File: config.mk
export PLATFORM = sky130hd
export DESIGN_NAME = branch_resolve_unit
export DESIGN_NICKNAME = d
export VERILOG_FILES = /design/src/rtl/riscv_pkg.sv /design/src/rtl/branch_cmp_lane.sv /design/src/rtl/branch_resolve_unit.sv
export SDC_FILE = /design/constraint.sdc
export NUM_CORES = 1
export LEC_CHECK = 0
export BUFFER_PORTS_ARGS = -buffer_cell sky130_fd_sc_hd__buf_4
export CAP_MARGIN = 20
export CORE_MARGIN = 5
export CORE_UTILIZATION = 25
export DETAILED_ROUTE_END_ITERATION = 10
export GPL_TIMING_DRIVEN = 0
export SYNTH_ARGS = -nofsm -noshare
export SYNTH_HDL_FRONTEND = slang
export SYNTH_SLANG_ARGS = --single-unit
File: constraint.sdc
create_clock -name clk -period 3.4 [get_ports clk]
set_clock_uncertainty 0.1 [all_clocks]
set_input_delay 0.17 -clock clk [delete_from_list [all_inputs] [get_ports clk]]
set_output_delay 0.17 -clock clk [all_outputs]
set_load 0.005 [all_outputs]
File: src/rtl/riscv_pkg.sv
// Shared RV32I branch definitions: funct3 encodings and the branch-type enum used by decode
// and by the branch resolution stage.
package riscv_pkg;

   localparam logic [2:0] BR_BEQ  = 3'd0;
   localparam logic [2:0] BR_BNE  = 3'd1;
   localparam logic [2:0] BR_BLT  = 3'd4;
   localparam logic [2:0] BR_BGE  = 3'd5;
   localparam logic [2:0] BR_BLTU = 3'd6;
   localparam logic [2:0] BR_BGEU = 3'd7;

   typedef enum logic [2:0] {
      BT_BEQ  = BR_BEQ,
      BT_BNE  = BR_BNE,
      BT_RSV2 = 3'd2,
      BT_RSV3 = 3'd3,
      BT_BLT  = BR_BLT,
      BT_BGE  = BR_BGE,
      BT_BLTU = BR_BLTU,
      BT_BGEU = BR_BGEU
   } br_type_t;

endpackage

File: src/rtl/branch_cmp_lane.sv
// Combinational RV32I branch condition evaluator for one lane.
// Reserved funct3 encodings resolve not-taken and flag illegal.
module branch_cmp_lane
   import riscv_pkg::*;
#(
   parameter int unsigned XLEN = 32
) (
   input  logic [XLEN-1:0] a,
   input  logic [XLEN-1:0] b,
   input  logic [2:0]      funct3,
   output logic            taken,
   output logic            illegal
);

   always_comb begin
      taken   = 1'b0;
      illegal = 1'b0;
      case (br_type_t'(funct3))
         BT_BEQ:  taken = (a == b);
         BT_BNE:  taken = (a != b);
         BT_BLT:  taken = ($signed(a) <  $signed(b));
         BT_BGE:  taken = ($signed(a) >= $signed(b));
         BT_BLTU: taken = (a <  b);
         BT_BGEU: taken = (a >= b);
         default: illegal = 1'b1;
      endcase
   end

endmodule

File: src/rtl/branch_resolve_unit.sv
// Multi-lane branch resolution stage: evaluates each lane, finds the oldest mispredict,
// squashes younger lanes and registers a single redirect plus a saturating mispredict count.
module branch_resolve_unit
   import riscv_pkg::*;
#(
   parameter int unsigned XLEN   = 32,
   parameter int unsigned LANES  = 2,
   parameter int unsigned CNT_W  = 16,
   localparam int unsigned LANE_W = $clog2(LANES) + 1
) (
   input  logic                  clk,
   input  logic                  rst_n,
   input  logic                  flush_in,
   input  logic [LANES-1:0]      in_valid,
   output logic                  in_ready,
   input  logic [LANES*XLEN-1:0] in_a,
   input  logic [LANES*XLEN-1:0] in_b,
   input  logic [LANES*3-1:0]    in_funct3,
   input  logic [LANES*XLEN-1:0] in_pc,
   input  logic [LANES*XLEN-1:0] in_imm,
   input  logic [LANES-1:0]      in_pred_taken,
   output logic                  out_valid,
   input  logic                  out_ready,
   output logic [LANES-1:0]      out_lane_valid,
   output logic [LANES-1:0]      out_taken,
   output logic [LANES-1:0]      out_illegal,
   output logic                  out_mispredict,
   output logic [LANE_W-1:0]     out_lane,
   output logic [XLEN-1:0]       out_redirect_pc,
   output logic [CNT_W-1:0]      mispredict_count
);

   logic [LANES-1:0]  taken;
   logic [LANES-1:0]  illegal;
   logic              found;
   logic [LANE_W-1:0] mis_lane;
   logic [XLEN-1:0]   redirect_pc;
   logic [LANES-1:0]  lane_valid;
   logic              load;

   for (genvar g = 0; g < LANES; g++) begin : g_lane
      branch_cmp_lane #(.XLEN(XLEN)) u_cmp (
         .a       (in_a[g*XLEN +: XLEN]),
         .b       (in_b[g*XLEN +: XLEN]),
         .funct3  (in_funct3[g*3 +: 3]),
         .taken   (taken[g]),
         .illegal (illegal[g])
      );
   end

   // Ascending scan with a found flag: the first hit is the oldest mispredict,
   // and every later valid lane is squashed.
   always_comb begin
      found       = 1'b0;
      mis_lane    = '0;
      redirect_pc = '0;
      lane_valid  = '0;
      for (int unsigned i = 0; i < LANES; i++) begin
         lane_valid[i] = in_valid[i] && !found;
         if (!found && in_valid[i] && (taken[i] != in_pred_taken[i])) begin
            found       = 1'b1;
            mis_lane    = LANE_W'(i);
            redirect_pc = taken[i] ? in_pc[i*XLEN +: XLEN] + in_imm[i*XLEN +: XLEN]
                                   : in_pc[i*XLEN +: XLEN] + XLEN'(4);
         end
      end
   end

   assign in_ready = !out_valid || out_ready;
   assign load     = in_ready && (|in_valid) && !flush_in;

   always_ff @(posedge clk or negedge rst_n) begin
      if (!rst_n) begin
         out_valid        <= 1'b0;
         out_lane_valid   <= '0;
         out_taken        <= '0;
         out_illegal      <= '0;
         out_mispredict   <= 1'b0;
         out_lane         <= '0;
         out_redirect_pc  <= '0;
         mispredict_count <= '0;
      end else begin
         if (out_valid && out_ready && out_mispredict && !flush_in && (mispredict_count != '1)) begin
            mispredict_count <= mispredict_count + CNT_W'(1);
         end
         if (flush_in) begin
            out_valid      <= 1'b0;
            out_lane_valid <= '0;
         end else if (load) begin
            out_valid       <= 1'b1;
            out_lane_valid  <= lane_valid;
            out_taken       <= taken;
            out_illegal     <= illegal;
            out_mispredict  <= found;
            out_lane        <= mis_lane;
            out_redirect_pc <= redirect_pc;
         end else if (out_ready) begin
            out_valid <= 1'b0;
         end
      end
   end

endmodule
==> summary.md <==
| Metric | Value |
|---|---|
| Outcome | `completed` |
| Residual DRC | `0` |
| Largest net degree at the start of global routing | `58` |
| Vias after detailed routing | `9833` |
| WP buf/inv | `5` |
| Die Width | `197 µm` |
| Setup crit start kind | `input pin` |
| Clock sink count | `57` |
| HPWL Detailed | `31500 µm` |
| Ports | `329` |
| Final hold vios | `0` |
| Cell Area, Synth | `0.00876 mm²` |
| # rows | `68` |
| Gr ovfl total | `0` |
| GRT Total Usage | `0.178` |
| Min setup slack post-route | `0.183 ns` |
| Global-route wire length before repair | `between 50000 and 60000 µm` |
| Max VDD drop | `0.213 mV` |
| Syn nets | `1569` |
| Number of synthesized register bits | `57` |
| Worst-path maximum fanout | `10` |
| Period utilization | `0.946` |
| Switching Fraction | `0.386` |
| Main synth FF type | `dfrtp_1` |
| Post-layout minimum cycle time | `3.22 ns` |
| Mapped Cells | `~1200` |
| Crit-path cells | `buf_4 > inv_1 > ha_1 > nand4_1 > nor4_4 > or3b_1 > a41oi_1 > o2111ai_1 > o311a_1 > clkbuf_4 > nand3_2 > o21ai_4 > nor3b_4 > buf_12 > buf_6 > nand2_1 > a31oi_1` |
| Power share of the clock group | `0.251` |
| Worst endpoint data arrival time | `3.36 ns` |
| DRT Pass-1 Iters | `5` |
| H-tree levels | `3` |
| P per Cell Area | `299 mW/mm²` |
| Final Setup Violations | `0` |
| Post-route ant nets | `0` |
| RSZ-0062 raised after global routing | `true` |
| Max-slew headroom | `0.345` |
| Fmax | `between 300 and 400 MHz` |
| DP Worst Slack | `-0.908 ns` |
| FFs w/ async S/R, synth | `1.00` |
| Sequential power share | `0.237` |
| CP required | `approximately 3.6 ns` |
| CP max stage delay | `0.42 ns` |
| Netlist cell types | `69` |
| CTS tree | `yes` |
| Syn Area/Cell | `7.50 µm²` |
| Iter 0 DRT Violations | `543` |
| Clock Latency Late Sink | `around 0.33 ns` |
| Die area | `0.0389 mm²` |
| Vias in the first global route | `9824` |
| Initial Util | `0.254` |
| Antenna cells | `0` |
| Setup TNS | `0 ns` |
| Post-Place Cells | `1950` |
| CORE AREA | `0.0345 mm²` |
| Longest Clk Path Bufs | `2` |
| Layout area overhead | `41.0%` |
| Hold crit path type | `input pin to register` |
| WS Path Type | `input pin to register` |
| MaxCap Viol Count | `0` |
| Total CTS buffers | `9` |
| Fill count | `3715` |
| Vias per cell | `4.97` |
| Slowest cell on crit path | `or3b_1` |
| Final cell count without fillers | `1978` |
| EDFF count, synth | `0` |
| P_leak | `6.02 nW` |
| GPL Wtd Cong | `0.890` |
| Initial antenna violation count | `0` |
| Gate power share | `0.511` |
| Post-route cell area | `0.0124 mm²` |
| Int Power | `2.26 mW` |
| Seq/Total Area, Yosys | `0.163` |
| Delay-heaviest family, CP | `simple AND/OR/NAND/NOR gates` |
| Root buf cell | `clkbuf_16` |
| Routed len/inst | `18.5 µm` |
| Die height | `~200 µm` |
| Share of layout cells above drive strength 1 | `0.263` |
| Final Max Tran Viols | `0` |
| Dpl cell area | `0.0118 mm²` |
| Syn. warnings | `0` |
| Worst-Margin Slew | `0.979 ns` |
| IO Port Bufs | `between 300 and 400` |
| NumNets Final | `between 1500 and 2000` |
| Clk slew on worst S/H paths | `0.05 ns` |
| P_sw | `approximately 1.4 mW` |
| Critical Path End Type | `register` |
| Final wirelength | `36600 µm` |
==> final timing paths <==
kind	depth (start not counted)	start	end	slack, ns
setup / recovery	17	in_b[27]	out_redirect_pc[18]	0.18
hold / removal	3	in_funct3[1]	out_illegal[0]	0.04
setup reg to reg	7	out_valid	out_illegal[1]	0.72
hold reg to reg	2	out_taken[1]	out_taken[1]	0.38
max in group asynchronous	2	rst_n	out_illegal[0]	2.29
min in group asynchronous	2	rst_n	out_redirect_pc[6]	0.37
==> Yosys cell counts, types with 5 or more instances <==
library cell	number	area share
a211oi_1	10	0.0086
a21boi_0	8	0.0069
a21o_1	36	0.031
a21oi_1	98	0.056
a221oi_1	12	0.012
a22oi_1	11	0.0094
a31oi_1	13	0.0093
and3_1	19	0.014
clkbuf_1	21	0.0090
dfrtp_1	57	0.16
ha_1	129	0.18
inv_1	85	0.036
mux2i_1	8	0.0091
nand2_1	126	0.054
nand2b_1	12	0.0086
nand3_1	50	0.029
nand4_1	31	0.022
nor2_1	91	0.039
nor2b_1	11	0.0079
nor3_1	9	0.0051
nor4_1	8	0.0057
o211ai_1	12	0.010
o21a_1	14	0.012
o21ai_0	76	0.043
o21ai_1	12	0.0069
o21bai_1	6	0.0051
o31ai_1	7	0.0060
or3_1	5	0.0036
xnor2_1	72	0.072
xor2_1	51	0.051
==> through the flow <==
stage,utilization,hold slack [ns],power [mW]
detailed placement,0.341,0.215,2.73
floorplan,-,-0.226,1.84
CTS,0.353,0.0277,3.70
global route,0.358,0.0708,3.98
global placement,0.341,0.203,2.70
finish,0.358,0.0394,3.69
==> what timing repair did <==
| action | CTS | global route |
|---|---|---|
| hold endpoints to repair | 61 | 0 |
| endpoints found under the setup margin | 35 | 33 |
| resized for setup | 18 | 40 |
| hold buffers | 3 | 0 |
| pin swaps | 2 | 12 |
| buffers inserted | 3 | 6 |
==> sequential cells by signal, indices dropped and copies added, names as in the netlist <==
signal	flops
out_mispredict	1
out_lane	1
out_illegal	2
out_valid	1
mispredict_count	16
out_taken	2
out_lane_valid	2
out_redirect_pc	32
==> cell type report <==
cell class / count / area, µm² / share of cell area
multi-input cells: 998 / 7010 / 0.567
repair buffers: 339 / 2580 / 0.209
flip-flops and latches: 57 / 1430 / 0.115
well taps: 455 / 569 / 0.0461
inverters: 85 / 319 / 0.0258
clock buffers: 11 / 243 / 0.0196
plain buffers: 28 / 154 / 0.0125
clock inverters: 5 / 55.1 / 0.00446
==> routing by layer <==
layer / global-route usage / up-vias / share of wire / wire length (µm)
met1: 0.224 / 4578 / 0.42 / 15400
met2: 0.319 / 300 / 0.49 / 17900
li1: - / 4938 / - / -
met3: 0.0423 / 17 / 0.083 / 3050
met4: 0.0203 / 0 / 0.0072 / 263
met5: 0 / - / 0 / 0
==> cells by family after synthesis <==
group                      count (synthesis)  synth area share
DFF                                       57             0.163
adders and majority gates                131             0.189
buffers and inverters                    113            0.0511
muxes                                     10            0.0117
xor gates and xnor gates                 123             0.123
AOI/OAI and AO/OA                        343             0.246
other                                      1          0.000428
and+or+nand+nor                          390             0.216
==> layout by cell type, fill, tap and decap left out, types with 12 or more instances in the layout <==
master | netlist | final
ha_1 | 129 | 129
buf_4 | 1 | 336
o21ai_0 | 76 | 66
a21oi_1 | 98 | 98
a21o_1 | 36 | 36
xor2_1 | 51 | 51
inv_1 | 85 | 85
nand2_1 | 126 | 126
xnor2_1 | 72 | 72
o21ai_1 | 12 | 21
dfrtp_1 | 57 | 57
o21a_1 | 14 | 14
nand3_1 | 50 | 50
nor2_1 | 91 | 91
nand2b_1 | 12 | 12
a31oi_1 | 13 | 13
nand4_1 | 31 | 31
clkbuf_1 | 21 | 12
o211ai_1 | 12 | 12
and3_1 | 19 | 18
==> power by group through the flow <==
| stage | clock network [mW] | registers (mW) | logic [mW] |
|---|---|---|---|
| after floorplan | 0 | 0.876 | 0.965 |
| after CTS | 0.954 | 0.875 | 1.87 |
| final | 0.927 | 0.876 | 1.89 |
| after global routing | 0.990 | 0.892 | 2.10 |
| after global placement | 0 | 0.878 | 1.83 |
| after detailed placement | 0 | 0.884 | 1.84 |
==> tightest hold or removal path, stage by stage <==
cell and delay [ns]:
buf_4 0.12, nand3_1 0.08, nand2_1 0.06
(Power assumes the default switching activity.)
